==> config.mk <==
export PLATFORM = sky130hd
export DESIGN_NAME = regfile_wb_arbiter
export DESIGN_NICKNAME = d
export VERILOG_FILES = /design/src/rtl/regfile_pkg.sv /design/src/rtl/rr_arb2.sv /design/src/rtl/regfile_wb_arbiter.sv
export SDC_FILE = /design/constraint.sdc
export NUM_CORES = 1
export LEC_CHECK = 0
export CORE_ASPECT_RATIO = 2
export CORE_MARGIN = 2
export CORE_UTILIZATION = 41
export DETAILED_ROUTE_END_ITERATION = 8
export PLACE_DENSITY = 0.89
export SYNTH_ARGS = -nofsm -noshare
export SYNTH_HDL_FRONTEND = slang
export SYNTH_HIERARCHICAL = 1
export SYNTH_SLANG_ARGS = --single-unit
==> constraint.sdc <==
create_clock -name clk -period 2.52 [get_ports clk]
set_input_delay 0.63 -clock clk [delete_from_list [all_inputs] [get_ports clk]]
set_output_delay 0.63 -clock clk [all_outputs]
set_load 0.01 [all_outputs]
==> src/rtl/regfile_pkg.sv <==
// Shared constants and writeback request payload for the regfile writeback path.
package regfile_pkg;

   localparam int unsigned DATA_WIDTH = 32;
   localparam int unsigned ADDR_WIDTH = 4;
   localparam int unsigned PC_ADDR    = 15;
   localparam int unsigned CNT_WIDTH  = 16;

   typedef enum logic {
      PRIO_A = 1'b0,
      PRIO_B = 1'b1
   } prio_e;

   typedef struct packed {
      logic                  valid;
      logic [ADDR_WIDTH-1:0] addr;
      logic [DATA_WIDTH-1:0] data;
   } wb_req_t;

endpackage

==> src/rtl/rr_arb2.sv <==
// Two-way round-robin arbiter; the priority flop flips to the other side after each grant.
module rr_arb2
   import regfile_pkg::*;
(
   input  logic clk,
   input  logic reset,
   input  logic i_stall,
   input  logic i_a_valid,
   input  logic i_b_valid,
   output logic o_a_ready_c,
   output logic o_b_ready_c
);

   prio_e r_prio;
   prio_e w_prio_nxt;
   logic  w_a_rdy;
   logic  w_b_rdy;

   always_ff @(posedge clk) begin
      if (reset) r_prio <= PRIO_A;
      else       r_prio <= w_prio_nxt;
   end

   // Ready looks only at the competitor's valid so a requester never waits on itself.
   always_comb begin
      w_prio_nxt = r_prio;
      w_a_rdy    = 1'b0;
      w_b_rdy    = 1'b0;
      if (!reset && !i_stall) begin
         w_a_rdy = !i_b_valid || (r_prio == PRIO_A);
         w_b_rdy = !i_a_valid || (r_prio == PRIO_B);
         if (i_a_valid && w_a_rdy)      w_prio_nxt = PRIO_B;
         else if (i_b_valid && w_b_rdy) w_prio_nxt = PRIO_A;
      end
   end

   assign o_a_ready_c = w_a_rdy;
   assign o_b_ready_c = w_b_rdy;

endmodule

==> src/rtl/regfile_wb_arbiter.sv <==
// Shares the regfile write port between ALU (A) and load (B) writeback, diverting
// R15 writes to the PC, with read-port forwarding and a saturating conflict counter.
module regfile_wb_arbiter
   import regfile_pkg::*;
#(
   parameter int unsigned DATA_WIDTH = regfile_pkg::DATA_WIDTH,
   parameter int unsigned ADDR_WIDTH = regfile_pkg::ADDR_WIDTH,
   parameter int unsigned PC_ADDR    = regfile_pkg::PC_ADDR,
   parameter int unsigned CNT_WIDTH  = regfile_pkg::CNT_WIDTH
) (
   input  logic                  clk,
   input  logic                  reset,
   input  logic                  stall,
   input  logic                  a_valid,
   output logic                  a_ready,
   input  logic [ADDR_WIDTH-1:0] a_addr,
   input  logic [DATA_WIDTH-1:0] a_data,
   input  logic                  b_valid,
   output logic                  b_ready,
   input  logic [ADDR_WIDTH-1:0] b_addr,
   input  logic [DATA_WIDTH-1:0] b_data,
   input  logic [ADDR_WIDTH-1:0] ra1,
   input  logic [ADDR_WIDTH-1:0] ra2,
   output logic                  we3,
   output logic [ADDR_WIDTH-1:0] wa3,
   output logic [DATA_WIDTH-1:0] wd3,
   output logic                  pcwe,
   output logic [DATA_WIDTH-1:0] pcwd,
   output logic                  fwd1_hit,
   output logic [DATA_WIDTH-1:0] fwd1_data,
   output logic                  fwd2_hit,
   output logic [DATA_WIDTH-1:0] fwd2_data,
   output logic [CNT_WIDTH-1:0]  conflict_cnt
);

   localparam logic [ADDR_WIDTH-1:0] PC_A = ADDR_WIDTH'(PC_ADDR);

   logic                  w_a_ready;
   logic                  w_b_ready;
   wb_req_t               w_sel;
   logic                  w_fwd1_hit;
   logic                  w_fwd2_hit;

   logic                  r_we3;
   logic [ADDR_WIDTH-1:0] r_wa3;
   logic [DATA_WIDTH-1:0] r_wd3;
   logic                  r_pcwe;
   logic [DATA_WIDTH-1:0] r_pcwd;
   logic [CNT_WIDTH-1:0]  r_cnt;

   rr_arb2 u_arb (
      .clk         (clk),
      .reset       (reset),
      .i_stall     (stall),
      .i_a_valid   (a_valid),
      .i_b_valid   (b_valid),
      .o_a_ready_c (w_a_ready),
      .o_b_ready_c (w_b_ready)
   );

   // At most one side is accepted per cycle, so a simple priority mux suffices.
   always_comb begin
      w_sel = '0;
      if (a_valid && w_a_ready) begin
         w_sel.valid = 1'b1;
         w_sel.addr  = a_addr;
         w_sel.data  = a_data;
      end else if (b_valid && w_b_ready) begin
         w_sel.valid = 1'b1;
         w_sel.addr  = b_addr;
         w_sel.data  = b_data;
      end
   end

   // Output stage: R15 goes to the PC port, everything else to the regfile port.
   always_ff @(posedge clk) begin
      if (reset) begin
         r_we3  <= 1'b0;
         r_wa3  <= '0;
         r_wd3  <= '0;
         r_pcwe <= 1'b0;
         r_pcwd <= '0;
      end else if (w_sel.valid) begin
         if (w_sel.addr == PC_A) begin
            r_we3  <= 1'b0;
            r_pcwe <= 1'b1;
            r_pcwd <= w_sel.data;
         end else begin
            r_we3  <= 1'b1;
            r_wa3  <= w_sel.addr;
            r_wd3  <= w_sel.data;
            r_pcwe <= 1'b0;
         end
      end else begin
         r_we3  <= 1'b0;
         r_pcwe <= 1'b0;
      end
   end

   always_ff @(posedge clk) begin
      if (reset) begin
         r_cnt <= '0;
      end else if (a_valid && b_valid && !stall && (r_cnt != {CNT_WIDTH{1'b1}})) begin
         r_cnt <= r_cnt + CNT_WIDTH'(1);
      end
   end

   // R15 reads return PC+8 upstream, so they never forward.
   assign w_fwd1_hit = r_we3 && (ra1 == r_wa3) && (ra1 != PC_A);
   assign w_fwd2_hit = r_we3 && (ra2 == r_wa3) && (ra2 != PC_A);

   assign a_ready      = w_a_ready;
   assign b_ready      = w_b_ready;
   assign we3          = r_we3;
   assign wa3          = r_wa3;
   assign wd3          = r_wd3;
   assign pcwe         = r_pcwe;
   assign pcwd         = r_pcwd;
   assign fwd1_hit     = w_fwd1_hit;
   assign fwd1_data    = w_fwd1_hit ? r_wd3 : '0;
   assign fwd2_hit     = w_fwd2_hit;
   assign fwd2_data    = w_fwd2_hit ? r_wd3 : '0;
   assign conflict_cnt = r_cnt;

endmodule
==> Word-level counts from Yosys, hierarchy flattened <==
Index checks and enable logic that the tools add are counted.
Widths: inputs -> output; s select.
{ "op_classes": {"addsub": 1, "n_eq_ne": 6, "muxes": 10, "bitwise_logic": 3, "reduce_logical": 23} }
{ "op_table": {"columns": ["cell", "n"], "rows": [
  ["$mux 37", 2],
  ["$mux 32", 2],
  ["$add 16x1->16 const B", 1],
  ["$ne 16x16->1 const B", 1],
  ["$logic_and 1x1->1", 12],
  ["$eq 4x4->1", 2],
  ["$ne 4x4->1 const B", 2],
  ["$mux 1", 6],
  ["$reduce_and 2->1", 3],
  ["$eq 4x4->1 const B", 1],
  ["$logic_not 1->1", 4],
  ["$not 1->1", 3],
  ["$logic_or 1x1->1", 2],
  ["$reduce_bool 2->1", 1],
  ["$reduce_or 2->1", 1]
]} }
{ "totals": {"regBits": 87, "in_bits": 85, "out_inout_bits": 154} }

==> Logic depth before layout (Yosys ltp) <==
{ "depth": {"depth_word": 9, "depth_mapped": 9, "ltp_nobuf": 6} }

==> Hierarchy <==
Netlist, hierarchy kept.
{ "by_module_without_submodules": {"columns": ["module", "instances", "cells_each", "area_each_um2", "seq_area_each_um2"], "rows": [
  ["regfile_wb_arbiter", 1, 616, 4657.0, 1721.7],
  ["rr_arb2", 1, 8, 62.6, 20.0]
]} }

==> Worst setup path after synthesis <==
No wires, ideal clock.
{ "synth_path": {"path_type": "input to register", "from": "in a_valid", "to": "reg r_pcwd[2], in the netlist pcwd[2]", "setup_time_ns": 0.132, "t_arrival_ns": 2.265, "required_time_ns": 2.388, "path_slack_ns": 0.123, "path_stages": 8, "n_path_buf": 2, "cell_sequence": "nor2b_1 -> nor3_1 -> nand2_1 -> or3_1 -> buf_2 -> buf_6 -> a21oi_1 -> nor3_1"} }
{ "synth_between": {"elab_chain_cells": 8, "elab_cells_between_ends": 9, "cone_classes": "eq/ne: 1; mux: 3; reduce/logical: 5"} }
{ "synth_rtl": {"columns": ["element", "line", "text"], "rows": [
  ["start, declared", "regfile_wb_arbiter.sv:14", "input logic a_valid,"],
  ["$logic_not 1->1 *", "rr_arb2.sv:31", "w_b_rdy = !i_a_valid || (r_prio == PRIO_B);"],
  ["$logic_or 1x1->1 *", "rr_arb2.sv:31", null],
  ["$mux 1 *", "rr_arb2.sv:29", "if (!reset && !i_stall) begin"],
  ["net b_ready", "regfile_wb_arbiter.sv:19", "output logic b_ready,"],
  ["$logic_and 1x1->1 *", "regfile_wb_arbiter.sv:68", "end else if (b_valid && w_b_ready) begin"],
  ["$mux 37 *", "regfile_wb_arbiter.sv:68", null],
  ["$mux 37 *", "regfile_wb_arbiter.sv:64", "if (a_valid && w_a_ready) begin"],
  ["$eq 4x4->1", "regfile_wb_arbiter.sv:84", "if (w_sel.addr == PC_A) begin"],
  ["$reduce_and 2->1 (no line)", null, null],
  ["end signal, assigned", "regfile_wb_arbiter.sv:87", "r_pcwd <= w_sel.data;"],
  ["end, declared", "regfile_wb_arbiter.sv:48", "logic [DATA_WIDTH-1:0] r_pcwd;"]
]} }
The timed path passes the listed nets; every way through them passes the cells marked *.
A chain may end at the register's enable or synchronous reset.

==> Final worst setup path <==
{ "layout_path": {"from": "in ra2[2]", "to": "out fwd2_data[24]"} }
{ "layout_between": {"elab_chain_cells": 4, "elab_cells_between_ends": 5, "cone_classes": "eq/ne: 2; mux: 1; reduce/logical: 2"} }
{ "layout_rtl": {"columns": ["element", "line", "text"], "rows": [
  ["start, declared", "regfile_wb_arbiter.sv:23", "input logic [ADDR_WIDTH-1:0] ra2,"],
  ["$eq 4x4->1", "regfile_wb_arbiter.sv:110", "assign w_fwd2_hit = r_we3 && (ra2 == r_wa3) && (ra2 != PC_A);"],
  ["$logic_and 1x1->1", "regfile_wb_arbiter.sv:110", null],
  ["$logic_and 1x1->1 *", "regfile_wb_arbiter.sv:110", null],
  ["$mux 32 *", "regfile_wb_arbiter.sv:122", "assign fwd2_data = w_fwd2_hit ? r_wd3 : '0;"],
  ["end, declared", "regfile_wb_arbiter.sv:32", "output logic [DATA_WIDTH-1:0] fwd2_data,"]
]} }
Mark *: on every way between the ends. The rest lies on a longest branch, timed or not.

==> results.py <==
metrics = {
    "placement": {
        "gp_congestion": 0.9083,
        "dp.cells": 994,
        "hpwl_mm": 13.44,
        "io_buffers": 238,
    },
    "timing": {
        "slew_headroom_pct": 38.86,
        "worst_pin_slew_ns": 0.9172,
        "min_period_ns": 2.505,
        "timing.final.crit_share_pct": 99.41,
        "finalClockSkew_ns": 0.007099,
        "whs_ns": 0.5163,
        "finalHoldViolations": 0,
        "setup_tns_ns": 0,
        "rsz0062_at_grt": "yes",
        "clock.fmax_ghz": 0.3992,
        "setup_violations": 0,
        "drv_slew": 0,
    },
    "routing": {
        "drc": 0,
        "num_vias": 5916,
        "routed_wl_mm": 20.00,
        "wire_per_inst_um": 19.44,
        "via_per_inst": 5.749,
        "drt-initial-drc-count": 399,
        "drt.antenna.violating_nets": 0,
        "dr.pass1.iters": 6,
    },
    "worst_setup_path": {
        "rr_startpoint": "conflict_cnt[0]$_SDFFE_PP0P_",
        "r2r-end": "conflict_cnt[9]$_SDFFE_PP0P_",
        "worstSetupPathType": "in -> out",
        "r2r_slack_ns": 0.44,
        "worst-path-max-fanout": 4,
        "arrival_ns": 1.88,
        "reg2reg_depth": 5,
        "required_ns": 1.89,
        "worstSetupStartpointType": "primary input",
        "end_kind": "primary output",
    },
    "status": {
        "status": "finished, final reports clean",
    },
    "global_route": {
        "grt_start_max_net_pins": 88,
        "gr-usage-all-layers_pct": 31.71,
        "grt_pass1_wl_mm": 30.42,
        "grt_overflow": 0,
        "antenna_found_initial": 0,
        "grt_pass1_vias": 5807,
    },
    "die": {
        "dieHeight_um": 155.7,
        "dieArea_um2": 12440,
        "coreArea_um2": 11290,
        "initial_core_util_pct": 41.82,
        "die_width_um": 79.87,
        "ios": 239,
        "num_rows": 55,
    },
    "power": {
        "internal_power_w": 0.002589,
        "peakVddDrop_uv": 335.3,
        "p_clk_share_pct": 39.3,
        "p_sw_w": 0.0008679,
        "p_comb_share_pct": 17.5,
        "pwr-share-seq_pct": 43.1,
        "p_leak_nw": 3.324,
        "power_density_nw_per_um2": 423.1,
        "p_sw_share_pct": 25.10,
    },
    "yosys": {
        "yosys.area.top_type": "dfxtp_1",
        "synth_nets": 710,
        "syn_area_per_cell_um2": 7.563,
        "synth_cells": 624,
        "synth-edff-count": 0,
        "yosysTopAreaCellShare_pct": 36.90,
        "synthTopCellsByArea": "dfxtp_1 37%, nor3_1 14%, and2_1 8.7%",
        "ys_types": 38,
        "synth_area_um2": 4720,
        "synth_ff_type": "dfxtp_1",
        "ys_seq_area_share_pct": 36.90,
        "yosys_warnings": 6,
        "async_reset_ff_share_pct": 0,
        "synth-seq-cells": 87,
    },
    "worst_hold_path": {
        "hp-class": "reg -> reg",
        "hold_end": "conflict_cnt[3]$_SDFFE_PP0P_",
        "min-delay-start": "conflict_cnt[3]$_SDFFE_PP0P_",
        "whs_path_depth": 2,
    },
    "cts": {
        "cts_buffer_depth": 2,
        "cts_buffers": 9,
        "hold_buffers": 0,
        "clockRootBuffer": "clkbuf_16",
        "htreeDepth": 3,
        "insertion_delay_ns": 0.34,
        "path_clk_slew_ns": 0.06,
        "cts_sinks": 87,
        "cts_tree": "yes",
    },
    "final_layout": {
        "drive_above_1_share_pct": 24.80,
        "instances_no_fill": 1029,
        "diodes": 0,
        "fin_nets": 968,
        "syn2layout_area_growth_pct": 73.14,
    },
    "flow_run": {
        "drv_cap": 0,
    },
}
==> metal layers <==
metal | vias to the layer above | wire length [um] | track usage (%)
met5 | - | 0 | 0
met1 | 2765 | 6826 | 32.98
met4 | 0 | 1429 | 21.23
met2 | 310 | 10570 | 56.54
met3 | 87 | 1177 | 5.498
li1 | 2754 | - | -
==> state kept, by name, indices dropped and copies added (netlist names) <==
register	flops
conflict_cnt	16
wd3	32
we3	1
u_arb/r_prio	1
wa3	4
pcwe	1
pcwd	32
==> final cells by class <==
cell class,instances,area [um^2]
Multi-Input combinational cell,443,2783
Clock buffer,14,264.0
Fill cell,845,3114
Timing Repair Buffer,307,3030
Tap cell,142,177.7
Sequential cell,87,1750
Clock inverter,2,38.79
Inverter,34,127.6
==> kinds of logic after synthesis <==
group,count (synthesis),synth area share [%]
AND/OR/NAND/NOR,300,35.42
buffers and inverters,94,8.695
flip-flops,87,36.90
adder cells (fa/ha/maj),1,0.2651
multiplexers,1,0.2386
AO/OA/AOI/OAI,134,17.18
XOR/XNOR,7,1.299
==> what timing repair did <==
item / in CTS / in global routing
pin swaps: 8 / 7
gates cloned: 8 / 0
setup buffers: 14 / 3
gates resized for setup: 324 / 92
endpoints found under the setup margin: 68 / 70
==> placed cells by master, fill, tap and decap left out, types with 2 or more instances in the layout <==
cell type,n
a21oi_1,80
clkbuf_8,2
nand3_1,38
nor2b_1,2
buf_16,5
buf_12,10
nor2_1,11
inv_1,34
or2_4,2
buf_6,45
clkbuf_1,3
nand2_1,8
o31ai_1,39
dlygate4sd2_1,3
nand3b_1,2
buf_8,3
o221a_2,4
buf_2,39
clkdlybuf4s50_1,160
and4_1,4
and2_4,33
o21ai_0,6
xnor2_2,5
nand4_2,2
dfxtp_4,2
nor3_1,130
a21oi_4,2
or3_1,6
nand4_1,9
and2_1,32
clkbuf_16,9
or4_1,7
dfxtp_1,84
buf_4,41
==> power groups by stage <==
stage          registers [W]  logic [W]  clock network (W)
3_5_place_dp         0.00151   0.000573                  0
3_3_place_gp         0.00151   0.000563                  0
2_1_floorplan        0.00152   0.000218                  0
6_report             0.00149   0.000606            0.00136
4_1_cts              0.00148   0.000586            0.00136
5_1_grt              0.00150   0.000649            0.00141
==> cell usage after synthesis, types with 4 or more instances <==
| master | number |
|---|---|
| xnor2_1 | 6 |
| o31ai_1 | 39 |
| buf_2 | 10 |
| nand3_1 | 39 |
| o221a_2 | 4 |
| or3_1 | 6 |
| inv_1 | 34 |
| nor3_1 | 131 |
| o21ai_0 | 6 |
| buf_6 | 6 |
| dfxtp_1 | 87 |
| or4_1 | 7 |
| and2_1 | 66 |
| nand4_1 | 9 |
| a21oi_1 | 82 |
| nor2_1 | 13 |
| nand2_1 | 9 |
| clkbuf_1 | 43 |
| and4_1 | 4 |
==> metrics by stage <==
| step | worst slack (ns) | power, W | util [%] | cell area [um^2] |
|---|---|---|---|---|
| finish | 0.01498 | 0.003457 | 72.41 | 8172 |
| global route | -0.01803 | 0.003560 | 72.41 | 8172 |
| CTS | -0.08534 | 0.003431 | 70.51 | 7958 |
| detailed placement | -0.6166 | 0.002085 | 66.55 | 7511 |
| global placement | -0.5155 | 0.002075 | 66.55 | 7511 |
| floorplan | 0.1225 | 0.001734 | - | 4720 |
==> worst max-delay path, cell delays in order <==
cell and delay, ns:
buf_2 0.11, xnor2_2 0.14, nand4_1 0.15, a21oi_4 0.19, buf_6 0.16, buf_6 0.13
buf_12 0.11, and2_1 0.11, buf_2 0.12
==> worst max-delay path by stage <==
stage	startpoint	end	slack, ns	cells after the start
floorplan	a_valid	pcwd[2]$_SDFFE_PP0P_	0.12	8
global placement	ra1[1]	fwd1_data[17]	-0.52	7
detailed placement	ra1[1]	fwd1_data[29]	-0.62	7
CTS	ra1[3]	fwd1_data[31]	-0.09	8
global route	wa3[2]$_SDFFE_PP0P_	fwd1_data[25]	-0.02	7
finish	ra2[2]	fwd2_data[24]	0.01	9
Note: power is estimated with default switching activity, not from simulation.
